## src/rtl/morse_pkg.sv

```systemverilog
// -----------------------------------------------------------------------------
// morse_pkg
// Shared definitions for the Morse sequencer:
//   - FSM state encoding (IDLE / SHIFT / GAP)
//   - symbol table constants, stored right-justified with their lengths
//   - len_width(): width of the length field needed for a given pattern width
// No ports; imported by morse_table and morse_sequencer.
// -----------------------------------------------------------------------------
package morse_pkg;

  // FSM state encoding
  localparam logic [1:0] ST_IDLE  = 2'd0;
  localparam logic [1:0] ST_SHIFT = 2'd1;
  localparam logic [1:0] ST_GAP   = 2'd2;

  // Storage width of the raw symbol constants (longest symbol is 13 units)
  localparam int SYM_W   = 16;
  localparam int NUM_SYM = 8;

  // Bits needed to hold a length in the range 0..pat_w
  function automatic int len_width(input int pat_w);
    return $clog2(pat_w + 1);
  endfunction

  // Right-justified unit patterns (1 = mark). Dot = 1, dash = 111, and a
  // single 0 separates elements inside one character.
  function automatic logic [SYM_W-1:0] sym_bits(input int idx);
    case (idx)
      0:       return 16'h0015; // S 10101
      1:       return 16'h0007; // T 111
      2:       return 16'h0057; // U 1010111
      3:       return 16'h0157; // V 101010111
      4:       return 16'h0177; // W 101110111
      5:       return 16'h0757; // X 11101010111
      6:       return 16'h1D77; // Y 1110101110111
      7:       return 16'h0775; // Z 11101110101
      default: return 16'h0000;
    endcase
  endfunction

  function automatic int sym_len(input int idx);
    case (idx)
      0:       return 5;
      1:       return 3;
      2:       return 7;
      3:       return 9;
      4:       return 9;
      5:       return 11;
      6:       return 13;
      7:       return 11;
      default: return 0;
    endcase
  endfunction

endpackage

```

## src/rtl/morse_table.sv

```systemverilog
// -----------------------------------------------------------------------------
// morse_table
// Combinational character lookup. Produces the unit pattern left-justified in
// PAT_W bits (first unit in the MSB) and its length in units.
// Ports:
//   sel     in  SEL_W  character index
//   pattern out PAT_W  left-justified unit pattern
//   len     out LEN_W  pattern length in units (0 = nothing to send)
// -----------------------------------------------------------------------------
module morse_table
  import morse_pkg::*;
#(
  parameter int PAT_W = 16,
  parameter int SEL_W = 3,
  parameter int LEN_W = len_width(PAT_W)
) (
  input  logic [SEL_W-1:0] sel,
  output logic [PAT_W-1:0] pattern,
  output logic [LEN_W-1:0] len
);

  logic [SYM_W-1:0] raw;
  int               n;

  always_comb begin
    raw     = sym_bits(int'(sel));
    n       = sym_len(int'(sel));
    pattern = '0;
    len     = '0;
    // A symbol that does not fit the configured pattern width is reported as
    // length 0 so the sequencer never sends a truncated character.
    if ((n > 0) && (n <= PAT_W) && (n <= SYM_W)) begin
      len     = LEN_W'(n);
      pattern = PAT_W'(raw) << (PAT_W - n);
    end
  end

endmodule

```

## src/rtl/morse_sequencer.sv

```systemverilog
// -----------------------------------------------------------------------------
// morse_sequencer
// Sends one Morse character on led, one pattern unit per divider period of
// div_max+1 clocks, optionally looping with a GAP_UNITS-long low gap.
// Ports:
//   clock      in   1      rising-edge clock
//   reset_n    in   1      asynchronous active-low reset
//   start      in   1      transmit request
//   sel        in   SEL_W  character index, captured when start is accepted
//   div_max    in   DIV_W  unit length minus one, captured when start accepted
//   repeat_en  in   1      loop the latched character (sampled continuously)
//   abort      in   1      synchronous stop, wins over start
//   led        out  1      Morse output, 1 = mark
//   busy       out  1      registered, high in SHIFT and GAP
//   done       out  1      one-cycle pulse on normal completion
//   state_dbg  out  2      current FSM state (morse_pkg ST_* encoding)
//
// Handshake: start is a level request with no ready signal. It is accepted on
// any rising edge where the FSM is IDLE and abort is low; at every other edge
// it is ignored, so a request held across a transmission is not queued.
// -----------------------------------------------------------------------------
module morse_sequencer
  import morse_pkg::*;
#(
  parameter int DIV_W     = 25,
  parameter int PAT_W     = 16,
  parameter int SEL_W     = 3,
  parameter int GAP_UNITS = 3
) (
  input  logic             clock,
  input  logic             reset_n,
  input  logic             start,
  input  logic [SEL_W-1:0] sel,
  input  logic [DIV_W-1:0] div_max,
  input  logic             repeat_en,
  input  logic             abort,
  output logic             led,
  output logic             busy,
  output logic             done,
  output logic [1:0]       state_dbg
);

  localparam int LEN_W = len_width(PAT_W);
  localparam int GAP_W = $clog2(GAP_UNITS + 1);
  localparam logic [GAP_W-1:0] GAP_LOAD = GAP_W'(GAP_UNITS - 1);

  logic [1:0]       state;
  logic [DIV_W-1:0] div_cnt;
  logic [DIV_W-1:0] div_rld;
  logic [PAT_W-1:0] pat_q;
  logic [PAT_W-1:0] pat_orig;
  logic [LEN_W-1:0] len_orig;
  logic [LEN_W-1:0] cnt;
  logic [GAP_W-1:0] gap_cnt;

  logic [PAT_W-1:0] tbl_pat;
  logic [LEN_W-1:0] tbl_len;
  logic             tick;

  morse_table #(
    .PAT_W (PAT_W),
    .SEL_W (SEL_W),
    .LEN_W (LEN_W)
  ) u_table (
    .sel     (sel),
    .pattern (tbl_pat),
    .len     (tbl_len)
  );

  // A unit boundary happens on the edge where the divider has run down to 0.
  assign tick      = (div_cnt == '0);
  assign state_dbg = state;

  always_ff @(posedge clock or negedge reset_n) begin
    if (!reset_n) begin
      state    <= ST_IDLE;
      div_cnt  <= '0;
      div_rld  <= '0;
      pat_q    <= '0;
      pat_orig <= '0;
      len_orig <= '0;
      cnt      <= '0;
      gap_cnt  <= '0;
      led      <= 1'b0;
      busy     <= 1'b0;
      done     <= 1'b0;
    end else begin
      done <= 1'b0;
      if (abort) begin
        state   <= ST_IDLE;
        div_cnt <= '0;
        cnt     <= '0;
        gap_cnt <= '0;
        led     <= 1'b0;
        busy    <= 1'b0;
      end else begin
        case (state)
          ST_IDLE: begin
            if (start) begin
              if (tbl_len == '0) begin
                // Empty character: complete immediately without leaving IDLE.
                done <= 1'b1;
              end else begin
                led      <= tbl_pat[PAT_W-1];
                pat_q    <= tbl_pat << 1;
                pat_orig <= tbl_pat;
                len_orig <= tbl_len;
                cnt      <= tbl_len - LEN_W'(1);
                div_cnt  <= div_max;
                div_rld  <= div_max;
                busy     <= 1'b1;
                state    <= ST_SHIFT;
              end
            end
          end

          ST_SHIFT: begin
            if (tick) begin
              div_cnt <= div_rld;
              if (cnt != '0) begin
                led   <= pat_q[PAT_W-1];
                pat_q <= pat_q << 1;
                cnt   <= cnt - LEN_W'(1);
              end else begin
                led <= 1'b0;
                if (repeat_en) begin
                  gap_cnt <= GAP_LOAD;
                  state   <= ST_GAP;
                end else begin
                  done  <= 1'b1;
                  busy  <= 1'b0;
                  state <= ST_IDLE;
                end
              end
            end else begin
              div_cnt <= div_cnt - DIV_W'(1);
            end
          end

          ST_GAP: begin
            if (tick) begin
              div_cnt <= div_rld;
              if (gap_cnt == '0) begin
                // Replay the character captured at start; sel and div_max
                // may have changed since and are deliberately not looked at.
                led   <= pat_orig[PAT_W-1];
                pat_q <= pat_orig << 1;
                cnt   <= len_orig - LEN_W'(1);
                state <= ST_SHIFT;
              end else begin
                gap_cnt <= gap_cnt - GAP_W'(1);
              end
            end else begin
              div_cnt <= div_cnt - DIV_W'(1);
            end
          end

          default: begin
            state <= ST_IDLE;
            led   <= 1'b0;
            busy  <= 1'b0;
          end
        endcase
      end
    end
  end

endmodule
```

## config.mk

```make
export PLATFORM = sky130hd
export DESIGN_NAME = morse_sequencer
export DESIGN_NICKNAME = d
export VERILOG_FILES = /design/src/rtl/morse_pkg.sv /design/src/rtl/morse_table.sv /design/src/rtl/morse_sequencer.sv
export SDC_FILE = /design/constraint.sdc
export NUM_CORES = 1
export LEC_CHECK = 0
export ABC_CLOCK_PERIOD_IN_PS = 2340
export CAP_MARGIN = 20
export CORE_MARGIN = 5
export CORE_UTILIZATION = 50
export CTS_CLUSTER_SIZE = 10
export DETAILED_ROUTE_END_ITERATION = 7
export GPL_TIMING_DRIVEN = 0
export PLACE_DENSITY = 0.72
export SLEW_MARGIN = 10
export SYNTH_ARGS = -nofsm -noshare
export SYNTH_HDL_FRONTEND = slang
export SYNTH_HIERARCHICAL = 1
export SYNTH_SLANG_ARGS = --single-unit
```

## constraint.sdc

```tcl
create_clock -name clock -period 2.34 [get_ports clock]
set_input_delay 0.234 -clock clock [delete_from_list [all_inputs] [get_ports clock]]
set_output_delay 0.234 -clock clock [all_outputs]
set_load 0.02 [all_outputs]
```

==> qor.txt <==
Fmax = 415 MHz
Total power draw = 0.00904 W
Part of the power in registers = 32.3%
Row count = 39
Number of inserted diodes = 0
Ratio of cells with drive above 1 in the final layout = 28.3%
Largest family of logic cells by synthesized area = compound AO/OA/AOI/OAI gates
Final cell count without fillers = 811
Crit. End Element = flip-flop
Post-Place Worst Slack = -1.10 ns
Netlist Area Pre-Place = 5930 sq um
Drt wl/cell = 20.2 um
Post-synth EDFFs = 0
H-tree Lvls = 3
I/O Pins = 38
Combinational power share = 50.9%
Unrepaired setup endpoints after global routing = true
Final setup fails = 15
Residual DRC = 0
Synth cell count leaders = 98 x dfrtp_1, 46 x mux2_2, 39 x nor2_1, 35 x a21oi_1, 30 x a22oi_1
Avg Inst Size Synth = 9.98 sq um
CTS buffer count = 9
Initial Utilization = 51.5%
Vias in the first global route = 5158
1st-iter DRT viols = 687
Die X = 119 um
Status = complete, but fails checks
Cell Int Power = 0.00545 W
CTS tree = built
Critical-path maximum fanout = 5
Mapped Cells = 594
Antenna violations before repair = 0
Post-synthesis adder-cell area fraction = 3.16%
Max-slew violations = 0
LEAKAGE = 3.10 nW
DRT Wirelength = 16400 um
Worst R2R Path Depth = 9
All-Layer GR Usage = 22.8%
Ys flop type = dfrtp_1
Clock share of power = 16.8%
Crit-path cells = inv_2 > ha_4 > nor4b_4 > and4_1 > buf_6 > a21oi_4 > o32ai_4 > buf_6 > mux2_4
Global-route wire length before repair = 26300 um
Final period util = 103%
Ys async rst share = 100%
Post-synthesis sequential area ratio = 41.4%
DR pass1 iterations = 5
Die Y = 119 um
Setup Total Neg Slack = -0.758 ns
FF+latch count, synth = 98
Most used cell, CP = buf_6
Synth Area in Compound Gates = 20.5%
Area share of the largest cell type after synthesis = 41.4%
CTS clk-pin slew, worst paths = 0.07 ns
Gpl congestion = 0.909
Placed cells = 775
Routed via count = 5173
Critical path arrival = 2.64 ns
Crit path kind = reg2reg
Violated checks = negative setup slack
Largest net degree at the start of global routing = 65
Vias/cell = 6.38
Cell taking the most area after synthesis = dfrtp_1
Maximum root-to-sink buffer count = 2
Ranking of synthesized cells by area = dfrtp_1 41%, mux2_2 8.7%, mux2_1 4.0%, a22oi_1 3.8%, ha_1 3.2%
Die ar. = 14100 sq um
Switching Fraction = 39.8%
Top-count cell post-synth = dfrtp_1
XOR/XNOR share of the synthesized area = 1.33%
CTS sink cnt = 98
Worst endpoint required time = 2.57 ns
Simple-gate portion of the synthesized area = 13.9%
Distinct cell type count after synthesis = 78
Latest clock arrival within the worst-skew pair = 0.35 ns
Power Density = 1240 nW/um^2
DP HPWL = 10900 um
Least-Margin Pin Slew = 0.757 ns
Final worst slack = -0.0707 ns
P&R area growth vs syn = 22.8%
Layout net count = 711
YS warnings = 6
Mux share of post-synthesis cell area = 14.8%
Critical path's slowest cell = dfrtp_1
Max_cap viols = 0
Remaining global-route overflow = 0
Final Hold Fails = 0
Number of I/O port buffers = 36
Routed Antenna Nets = 0
Final Critical Period = 2.41 ns
Crit start category = flip-flop
Switch Pwr = 0.00360 W
Root buffer cell = clkbuf_16
Core Region = 11500 sq um
Fin util = 63.3%
Hold Path Class = in2async
Clock skew = 0.00744 ns
Worst path max stage delay = 0.42 ns
Relative slew slack = 49.2%
Worst VDD drop = 652 uV
-- stage by stage --
stage	area [sq um]	hold WS, ns
2_1_floorplan	5960	-0.0616
3_3_place_gp	6500	0.470
3_5_place_dp	6520	0.227
4_1_cts	7060	0.406
5_1_grt	7280	0.426
6_report	7280	0.389
-- final cells by class --
class / count / area, sq um
fillers: 942 / 4230
multi-input cells: 432 / 3440
flip-flops and latches: 98 / 2460
repair buffers: 62 / 581
clock buffers: 14 / 264
plain buffers: 35 / 225
well taps: 143 / 179
inverters: 25 / 98.8
clock inverters: 2 / 35.0
-- routing by layer --
metal | global-route usage (%) | up-vias | routed length (um) | part of all wire, %
met2 | 39.3 | 172 | 8210 | 50
met5 | 0 | - | 0 | 0
met3 | 5.26 | 28 | 889 | 5.4
li1 | - | 2357 | - | -
met1 | 28.8 | 2616 | 7050 | 43
met4 | 6.73 | 0 | 256 | 1.6
-- final timing paths --
check / start / to / slack, ns
max: div_cnt[1] / pat_q[10] / -0.07
min: reset_n / div_cnt[21] / 0.39
max reg2reg: div_cnt[1] / pat_q[10] / -0.07
min reg2reg: gap_cnt[1] / gap_cnt[1] / 0.50
max in group asynchronous: reset_n / div_cnt[15] / 1.24
min in group clock: sel[2] / pat_orig[7] / 0.48
-- flip-flops by register name, summed over array words and instances, names as in the netlist --
| name | count |
|---|---|
| busy | 1 |
| cnt | 5 |
| div_cnt | 25 |
| div_rld | 25 |
| done | 1 |
| gap_cnt | 2 |
| led | 1 |
| len_orig | 5 |
| pat_orig | 16 |
| pat_q | 15 |
| state_dbg | 2 |
-- worst max-delay path: cells and delay by family (launching register included) --
family | cells | cell delay [ns]
mux | 1 | 0.31
fa+ha+maj | 1 | 0.15
compound gates | 2 | 0.47
flops | 1 | 0.42
simple gates | 2 | 0.51
buf+inv | 3 | 0.43
-- kinds of logic (layout without fill, tap and decap cells) --
kind of cell | count (synthesis) | after routing
AO/OA/AOI/OAI | 173 | 173
AND/OR/NAND/NOR | 153 | 153
flip-flops | 98 | 98
multiplexers | 79 | 79
buffers and inverters | 65 | 138
adder cells (fa/ha/maj) | 15 | 15
XOR/XNOR | 9 | 9
other | 2 | 3
-- placed cells by master, fill, tap and decap left out, types with 10 or more instances in the layout --
cell type	count
clkbuf_2	13
inv_1	19
nand3_1	12
buf_4	29
ha_1	10
mux2_4	16
nor3_1	10
o21ai_0	28
mux2_2	46
a21oi_1	33
a22oi_1	30
clkdlybuf4s50_1	33
nand2_1	25
nor2_1	38
dfrtp_1	93
-- power groups by stage --
stage	sequential, W	clock [W]	combinational, W
2_1_floorplan	0.00276	0	0.00273
3_3_place_gp	0.00285	0	0.00355
3_5_place_dp	0.00290	0	0.00363
4_1_cts	0.00289	0.00154	0.00402
5_1_grt	0.00300	0.00162	0.00494
6_report	0.00292	0.00152	0.00460
-- repair_timing --
item,in CTS,in global routing
pin swaps,5,5
hold buffers,1,0
endpoints found under the setup margin,92,86
cloned,1,0
resized for setup,48,62
hold endpoints to repair,34,0
buffers inserted,14,9
Power figures use the tool's default switching activity.
